### src/rtl/lfsr_axil_gen.sv
// lfsr_axil_gen
//   Fibonacci LFSR generator of LFSR_W bits. It streams its state on an
//   AXI-Stream master with full tready backpressure, and software configures
//   it over a 32-bit AXI-Lite slave.
//
//   Register map (byte address):
//     0x00 START  (WO)  bit0=1 starts a run when idle
//     0x04 STOP   (WO)  bit0=1 requests a stop
//     0x08 SEED   (RW)  seed, loaded at start (0 is replaced by 1)
//     0x0C TAPS   (RW)  feedback taps, loaded at start
//     0x10 COUNT  (RW)  burst length in words, 0 = free-run
//     0x14 STATUS (RO)  bit0 running, bit1 done (sticky), bit2 draining
//     0x18 STATE  (RO)  working LFSR state
//
// Ports:
//   aclk, aresetn         clock, synchronous active-low reset
//   lfsr_s_axi_*          AXI-Lite slave (5-bit address, 32-bit data)
//   lfsr_m_axis_*         AXI-Stream master (tdata zero-extended state, tlast at burst end)
module lfsr_axil_gen #(
  parameter int unsigned          LFSR_W   = 8,
  parameter logic [LFSR_W-1:0]    RST_TAPS = LFSR_W'(8'hB8),
  parameter logic [LFSR_W-1:0]    RST_SEED = LFSR_W'(1)
) (
  input  logic        aclk,
  input  logic        aresetn,
  input  logic [4:0]  lfsr_s_axi_awaddr,
  input  logic        lfsr_s_axi_awvalid,
  output logic        lfsr_s_axi_awready,
  input  logic [31:0] lfsr_s_axi_wdata,
  input  logic        lfsr_s_axi_wvalid,
  output logic        lfsr_s_axi_wready,
  output logic [1:0]  lfsr_s_axi_bresp,
  output logic        lfsr_s_axi_bvalid,
  input  logic        lfsr_s_axi_bready,
  input  logic [4:0]  lfsr_s_axi_araddr,
  input  logic        lfsr_s_axi_arvalid,
  output logic        lfsr_s_axi_arready,
  output logic [31:0] lfsr_s_axi_rdata,
  output logic [1:0]  lfsr_s_axi_rresp,
  output logic        lfsr_s_axi_rvalid,
  input  logic        lfsr_s_axi_rready,
  output logic [31:0] lfsr_m_axis_tdata,
  output logic        lfsr_m_axis_tvalid,
  input  logic        lfsr_m_axis_tready,
  output logic        lfsr_m_axis_tlast
);

  typedef enum logic [1:0] {ST_IDLE, ST_RUN, ST_DRAIN} fsm_e;

  localparam logic [4:0] A_START  = 5'h00;
  localparam logic [4:0] A_STOP   = 5'h04;
  localparam logic [4:0] A_SEED   = 5'h08;
  localparam logic [4:0] A_TAPS   = 5'h0C;
  localparam logic [4:0] A_COUNT  = 5'h10;
  localparam logic [4:0] A_STATUS = 5'h14;
  localparam logic [4:0] A_STATE  = 5'h18;

  localparam logic [1:0] RESP_OKAY   = 2'b00;
  localparam logic [1:0] RESP_SLVERR = 2'b10;

  fsm_e              fsm_q, fsm_d;
  logic [LFSR_W-1:0] seed_q, seed_d;
  logic [LFSR_W-1:0] taps_q, taps_d;
  logic [31:0]       count_q, count_d;
  logic [LFSR_W-1:0] lfsr_q, lfsr_d;
  logic [LFSR_W-1:0] taps_w_q, taps_w_d;
  logic [31:0]       len_q, len_d;
  logic [31:0]       cnt_q, cnt_d;
  logic              done_q, done_d;

  logic              awready_q, awready_d;
  logic              wready_q, wready_d;
  logic              bvalid_q, bvalid_d;
  logic [1:0]        bresp_q, bresp_d;
  logic              arready_q, arready_d;
  logic              rvalid_q, rvalid_d;
  logic [1:0]        rresp_q, rresp_d;
  logic [31:0]       rdata_q, rdata_d;

  logic              busy;
  logic              last;
  logic              beat;
  logic              wr_accept;
  logic              rd_accept;
  logic              fb;
  logic [LFSR_W-1:0] lfsr_next;

  always_comb begin
    busy      = (fsm_q != ST_IDLE);
    last      = (len_q != '0) && (cnt_q == len_q - 32'd1);
    beat      = busy && lfsr_m_axis_tready;
    fb        = ^(lfsr_q & taps_w_q);
    lfsr_next = {lfsr_q[LFSR_W-2:0], fb};
    wr_accept = lfsr_s_axi_awvalid && lfsr_s_axi_wvalid && !bvalid_q && !awready_q;
    rd_accept = lfsr_s_axi_arvalid && !rvalid_q && !arready_q;
  end

  always_comb begin
    fsm_d     = fsm_q;
    seed_d    = seed_q;
    taps_d    = taps_q;
    count_d   = count_q;
    lfsr_d    = lfsr_q;
    taps_w_d  = taps_w_q;
    len_d     = len_q;
    cnt_d     = cnt_q;
    done_d    = done_q;
    awready_d = wr_accept;
    wready_d  = wr_accept;
    bvalid_d  = bvalid_q;
    bresp_d   = bresp_q;
    arready_d = rd_accept;
    rvalid_d  = rvalid_q;
    rresp_d   = rresp_q;
    rdata_d   = rdata_q;

    // Stream beat. A burst-end beat finishes the run from RUN or DRAIN;
    // any other beat in DRAIN is the final one.
    if (beat) begin
      lfsr_d = lfsr_next;
      cnt_d  = cnt_q + 32'd1;
      if (last) begin
        fsm_d  = ST_IDLE;
        done_d = 1'b1;
      end else if (fsm_q == ST_DRAIN) begin
        fsm_d = ST_IDLE;
      end
    end

    if (bvalid_q && lfsr_s_axi_bready) bvalid_d = 1'b0;

    if (wr_accept) begin
      bvalid_d = 1'b1;
      bresp_d  = RESP_OKAY;
      case (lfsr_s_axi_awaddr)
        A_START: begin
          if (lfsr_s_axi_wdata[0] && fsm_q == ST_IDLE) begin
            lfsr_d   = (seed_q == '0) ? LFSR_W'(1) : seed_q;
            taps_w_d = taps_q;
            len_d    = count_q;
            cnt_d    = '0;
            done_d   = 1'b0;
            fsm_d    = ST_RUN;
          end
        end
        A_STOP: begin
          // A beat on the same edge already delivered the last word.
          if (lfsr_s_axi_wdata[0] && fsm_q == ST_RUN) begin
            fsm_d = beat ? ST_IDLE : ST_DRAIN;
          end
        end
        A_SEED:  seed_d  = lfsr_s_axi_wdata[LFSR_W-1:0];
        A_TAPS:  taps_d  = lfsr_s_axi_wdata[LFSR_W-1:0];
        A_COUNT: count_d = lfsr_s_axi_wdata;
        default: bresp_d = RESP_SLVERR;
      endcase
    end

    if (rvalid_q && lfsr_s_axi_rready) rvalid_d = 1'b0;

    if (rd_accept) begin
      rvalid_d = 1'b1;
      rresp_d  = RESP_OKAY;
      case (lfsr_s_axi_araddr)
        A_START, A_STOP: rdata_d = '0;
        A_SEED:   rdata_d = 32'(seed_q);
        A_TAPS:   rdata_d = 32'(taps_q);
        A_COUNT:  rdata_d = count_q;
        A_STATUS: rdata_d = {29'd0, (fsm_q == ST_DRAIN), done_q, busy};
        A_STATE:  rdata_d = 32'(lfsr_q);
        default: begin
          rdata_d = '0;
          rresp_d = RESP_SLVERR;
        end
      endcase
    end
  end

  always_ff @(posedge aclk) begin
    if (!aresetn) begin
      fsm_q     <= ST_IDLE;
      seed_q    <= RST_SEED;
      taps_q    <= RST_TAPS;
      count_q   <= '0;
      lfsr_q    <= RST_SEED;
      taps_w_q  <= RST_TAPS;
      len_q     <= '0;
      cnt_q     <= '0;
      done_q    <= 1'b0;
      awready_q <= 1'b0;
      wready_q  <= 1'b0;
      bvalid_q  <= 1'b0;
      bresp_q   <= '0;
      arready_q <= 1'b0;
      rvalid_q  <= 1'b0;
      rresp_q   <= '0;
      rdata_q   <= '0;
    end else begin
      fsm_q     <= fsm_d;
      seed_q    <= seed_d;
      taps_q    <= taps_d;
      count_q   <= count_d;
      lfsr_q    <= lfsr_d;
      taps_w_q  <= taps_w_d;
      len_q     <= len_d;
      cnt_q     <= cnt_d;
      done_q    <= done_d;
      awready_q <= awready_d;
      wready_q  <= wready_d;
      bvalid_q  <= bvalid_d;
      bresp_q   <= bresp_d;
      arready_q <= arready_d;
      rvalid_q  <= rvalid_d;
      rresp_q   <= rresp_d;
      rdata_q   <= rdata_d;
    end
  end

  always_comb begin
    lfsr_s_axi_awready = awready_q;
    lfsr_s_axi_wready  = wready_q;
    lfsr_s_axi_bvalid  = bvalid_q;
    lfsr_s_axi_bresp   = bresp_q;
    lfsr_s_axi_arready = arready_q;
    lfsr_s_axi_rvalid  = rvalid_q;
    lfsr_s_axi_rresp   = rresp_q;
    lfsr_s_axi_rdata   = rdata_q;
    lfsr_m_axis_tvalid = busy;
    lfsr_m_axis_tdata  = busy ? 32'(lfsr_q) : '0;
    lfsr_m_axis_tlast  = busy && last;
  end

endmodule

### config.mk
export PLATFORM = sky130hd
export DESIGN_NAME = lfsr_axil_gen
export DESIGN_NICKNAME = d
export VERILOG_FILES = /design/src/rtl/lfsr_axil_gen.sv
export SDC_FILE = /design/constraint.sdc
export NUM_CORES = 1
export LEC_CHECK = 0
export BUFFER_PORTS_ARGS = -buffer_cell sky130_fd_sc_hd__buf_2
export CAP_MARGIN = 20
export CORE_MARGIN = 3
export CORE_UTILIZATION = 62
export DETAILED_ROUTE_END_ITERATION = 7
export PLACE_DENSITY = 0.92
export RECOVER_POWER = 100
export SLEW_MARGIN = 10
export SYNTH_ARGS = -nofsm -noshare
export SYNTH_HDL_FRONTEND = slang
export SYNTH_SLANG_ARGS = --single-unit
### constraint.sdc
create_clock -name aclk -period 5 [get_ports aclk]
set_clock_uncertainty 0.05 [all_clocks]
set_input_delay 0.5 -clock aclk [delete_from_list [all_inputs] [get_ports aclk]]
set_output_delay 0.5 -clock aclk [all_outputs]
set_load 0.1 [all_outputs]
* Yosys cells after proc, flatten, opt, wreduce, memory -nomap -nowiden
Index checks and enable logic that the tools add are counted.
** Word-level totals
- Register bits after elaboration :: 171
- Bits of input ports :: 50
- Output and inout port bits :: 75
- Word-level logic and storage cells :: 93
** Cells by class
- Add/subtract/negate cells :: 2
- Equality and inequality tests :: 13
- Multiplexer cells :: 30
- Bitwise logic cells :: 1
- Reduce and logical (&&, ||, !) cells :: 31
** Operators with widths (count)
- $pmux 32 s5 :: 1
- $mux 32 :: 4
- $mux 8 :: 6
- $add 32x1->32 const B :: 1
- $eq 32x32->1 :: 1
- $reduce_bool 32->1 :: 1
- $sub 32x1->32 const B :: 1
- $eq 5x4->1 const B :: 4
- $eq 5x5->1 const B :: 4
- $mux 2 :: 9
- $logic_and 1x1->1 :: 12
- $eq 5x3->1 const B :: 2
- $logic_not 5->1 :: 2
- $mux 1 :: 9
- $and 8x8->8 :: 1
- $logic_not 8->1 :: 1
- $reduce_xor 8->1 :: 1
- $reduce_or 7->1 :: 1
- $reduce_and 2->1 :: 3
- $reduce_bool 2->1 :: 3
- $reduce_or 5->1 :: 1
- $logic_not 1->1 :: 4
- $pmux 2 s2 :: 1
- $reduce_and 3->1 :: 1
- 3 further kinds :: 3

* Depth between registers and ports, before layout
- Depth in word-level cells :: 8
- Gate-level depth with buffers :: 11
- Gate-level depth less buffers :: 10

* Worst setup path after synthesis
Ideal clock, no wire load.
- Kind :: reg2out
- Start :: register len_q[0]
- End :: output port lfsr_m_axis_tlast
- Data arrival time :: 5397 ps
- Path slack :: -947 ps
- Cell stages (with the launch flop) :: 12
- Buffers on the path :: 1
- Path through :: dfxtp_1 inv_1 ha_1 or3b_1 buf_6 nand4b_4 or3_4 xnor2_1 nand2_1 nand4bb_1 or4_1 nor4_1
** On the way
- Word-level cells in the longest chain between the ends :: 4
- Elaborated cells on any way between the ends :: 5
- Those cells by class :: add/sub: 1; eq/ne: 1; reduce/logical: 3
** Ends and longest elaborated chain
- start, declared :: line 67 : logic [31:0] len_q, len_d;
- start signal, assigned :: line 205 : len_q <= len_d;
- $sub 32x1->32 :: line 90 : last = (len_q != '0) && (cnt_q == len_q - 32'd1);
- $eq 32x32->1 :: line 90
- $logic_and 1x1->1 (*) :: line 90
- $logic_and 1x1->1 (*) :: line 230 : lfsr_m_axis_tlast = busy && last;
- end, declared :: line 45 : output logic lfsr_m_axis_tlast
Every way passes the cells marked *; elsewhere a longest branch is shown, timed or not.

* Worst setup path after layout
Ends and elaborated chain as after synthesis.

==> impl_results.md <==
- Status: finished, violations left
- Failing checks: max-capacitance violations, max-slew violations
- P&R area growth vs syn: 12.03%
- Combinational Power Share: 8.0%
- Min-Delay Path Class: in2reg
- GPL Wtd Cong: a little over 1
- Clk slew on worst S/H paths: about 60 ps
- RSZ-0062 raised after global routing: no
- GRT Total Usage: 30.25%
- I/O Pins: between 100 and 150
- Post-synthesis adder-cell area fraction: 0.3073%
- CTS Buffer Depth: 2
- Syn Area/Cell: ~7.8 um^2
- CP startpoint: len_q[0]
- Hold Slack: roughly 260 ps
- RR Endpoint: done_q
- Mux cell area share after synthesis: about 2.7%
- Cell Pwr Density: 311.0 mW/mm^2
- Final ANT Viol Nets: 0
- PortBufs: between 90 and 100
- Layout fillers: 1035
- Period utilization: 92.79%
- Worst slew margin relative to its limit: -73.65%
- Largest family of logic cells by synthesized area: simple AND/OR/NAND/NOR gates
- Die area: 0.01454 mm^2
- Fin cells: approximately 1.3k
- Register-to-register setup slack: 960 ps
- Dpl cells: 1263
- Layout cells sized above 1: a little under a tenth
- Yosys top cell area share: between 40% and 50%
- Antenna Cells: 0
- Die Width: 120.6 um
- Largest net degree at the start of global routing: 80
- Row cnt: 41
- DRC viols: 0
- DR vias/cell: roughly 6
- Synth warn: 0
- Maximum vdd drop: 0.3073 mV
- Fmax achieved: about 220 MHz
- Worst Path Arrival: slightly above 4000 ps
- CTS resizes: 0
- Detailed Route WL: ~22000 um
- Nets: 1164
- Final Max Slew Viols: 123
- Clock Latency Late Sink: 430 ps
- EDFF count, synth: 0
- Fin area: 0.009123 mm^2
- Final worst path period need: 4639 ps
- Internal power: approximately 2.1 mW
- Drt pass-1 iters: 5
- Post-CTS Hold Fix Bufs: 0
- Die height: roughly 120 um
- Critical Path Sink: lfsr_m_axis_tlast
- Synth area leaders: dfxtp_1 42%, nand2_1 11%, a21oi_1 7.3%
- Initial antenna violation count: 0
- Post-DP HPWL: 15060 um
- CTS sink count: 169
- CTS tree: yes
- Ys flop type: dfxtp_1
- Xor and xnor area share after synthesis: 8.820%
- Net switching power: about 760 uW
- H-tree levels: 4
- Complex-gate fraction of the synthesized area: 13.15%
- Critical path startpoint category: register
- Register share of total power: 47.9%
- RR Startpoint: lfsr_s_axi_bvalid
- Worst slew pin tran: about 2600 ps
- Fin. Hold Viols: 0
- Post-synth top area cell: dfxtp_1
- Cts bufs inserted: 17
- Sw Ratio: 26.69%
- Synthesized area: a little over 0.008 mm^2
- Post-synthesis simple-gate area fraction: 27.54%
- Core Footprint: 0.01272 mm^2
- Crit Path Class: reg2out
- Seq/Total Area, Yosys: 41.55%
- Hold Crit Start: lfsr_s_axi_wdata[28]
- Distinct cells, synth: 65
- Leakage: about 3.4 nW
- Initial Util: 64.00%
- Cells on worst reg2reg path: 9
- Global-route wire length before repair: 35600 um
- Async S/R FF share, synth: 0%
- Final global-route overflow total: 0
- Max cap viols: 3
- CP endpoint kind: output pin
- Synth Register Bits: roughly 170
- 1st-iter DRT viols: 912
- Setup TNS Final: 0 ps
- Mapped Cells: 1039
- Post-Place Cell Area: 0.008627 mm^2
- WL per Instance: 17.00 um
- Setup repair bufs after CTS: 0
- Clk pwr share: 44.1%
- Root Buffer: clkbuf_16
- Finish-stage setup viols: 0
- Worst path required time: ~4500 ps
- Total number of vias: 7704
- Final core occ: 71.71%
- Number of global-route vias before repair: 7337
- Crit path max fanout: 7
-- synth_stat cells, drive strengths merged (9+ instances only) --
master / count
a211oi: 11
a21oi: 118
a22oi: 10
and3: 11
buf: 29
clkbuf: 53
dfxtp: 169
inv: 16
mux2i: 22
nand2: 234
nand3: 48
nand4: 9
nor2: 90
nor2b: 11
nor3: 12
nor4: 19
o21ai: 16
or3: 9
or4: 11
xnor2: 46
xor2: 36
-- placed cells by master, fill, tap and decap left out, types with 6 or more instances in the layout --
cell         n
o21ai_0     15
a211oi_1    11
buf_4        6
a22oi_1     10
a21oi_1    118
clkbuf_16   17
clkbuf_1    54
buf_2       49
mux2i_1     22
nor2_1      89
or4_1       10
or3_1        7
conb_1      26
nand4_1      9
dfxtp_1    169
nor2b_1     11
nand2_1    234
and3_1      10
nor3_1      11
nand3_1     48
xnor2_1     46
xor2_1      36
inv_1       15
nor4_1      16
-- power by group through the flow --
stage | clock [mW] | sequential [mW] | combinational [mW]
6_report | 1.25 | 1.36 | 0.227
5_1_grt | 1.32 | 1.36 | 0.236
4_1_cts | 1.26 | 1.36 | 0.225
3_5_place_dp | 0 | 1.39 | 0.224
3_3_place_gp | 0 | 1.39 | 0.223
2_1_floorplan | 0 | 1.43 | 0.156
-- worst max-delay path: stages (launching register included) --
cell	delay [ps]
dfxtp_1	360
inv_1	80
ha_1	180
or3b_1	470
nand4b_1	370
or3_4	460
xnor2_1	150
nand2_1	60
nand4bb_1	190
or4_1	560
nor4_2	300
buf_2	480
-- cell families (layout without fill, tap and decap cells) --
| kind of cell | Yosys count | after routing |
|---|---|---|
| fa+ha+maj | 2 | 2 |
| xor+xnor | 82 | 82 |
| buf+inv | 98 | 159 |
| mux | 22 | 22 |
| flops | 169 | 169 |
| simple gates | 480 | 480 |
| other cells | 1 | 26 |
| compound gates | 185 | 185 |
-- registers in the layout, indices dropped and copies added, names as in the netlist, 8 cells and up --
| name | cells |
|---|---|
| cnt_q | 32 |
| count_q | 32 |
| len_q | 32 |
| lfsr_s_axi_rdata | 32 |
| lfsr_q | 8 |
| seed_q | 8 |
| taps_q | 8 |
| taps_w_q | 8 |
-- per-layer routing --
metal | vias up | share of wire [%] | track usage, %
met5 | - | 0 | 0
met1 | 3567 | 41 | 38.77
met3 | 90 | 9.1 | 8.606
met4 | 0 | 3.3 | 12.04
met2 | 400 | 47 | 48.27
li1 | 3647 | - | -
-- metrics by stage --
stage / power (mW) / worst slack [ps]
CTS: 2.843 / 495.9
global placement: 1.611 / 1043
detailed placement: 1.613 / 979.1
finish: 2.837 / 360.7
global route: 2.911 / 162.3
floorplan: 1.582 / 203.3
-- layout make-up --
| class | instances | area [um^2] | area share [%] |
|---|---|---|---|
| Clock buffer | 22 | 484.2 | 5.308 |
| Clock inverter | 10 | 80.08 | 0.8778 |
| Inverter | 16 | 61.31 | 0.6721 |
| Multi-Input combinational cell | 797 | 4362 | 47.81 |
| Sequential cell | 169 | 3383 | 37.09 |
| Tap cell | 172 | 215.2 | 2.359 |
| Timing Repair Buffer | 111 | 536.8 | 5.884 |
-- worst min path at each step --
stage | end | slack (ps) | depth (start not counted)
2_1_floorplan | taps_w_q[0] | 380 | 2
3_3_place_gp | lfsr_s_axi_rdata[11] | 390 | 2
3_5_place_dp | lfsr_s_axi_rdata[8] | 390 | 2
4_1_cts | count_q[28] | 240 | 3
5_1_grt | count_q[24] | 270 | 3
6_report | count_q[28] | 260 | 3
Power figures use the tool's default switching activity.
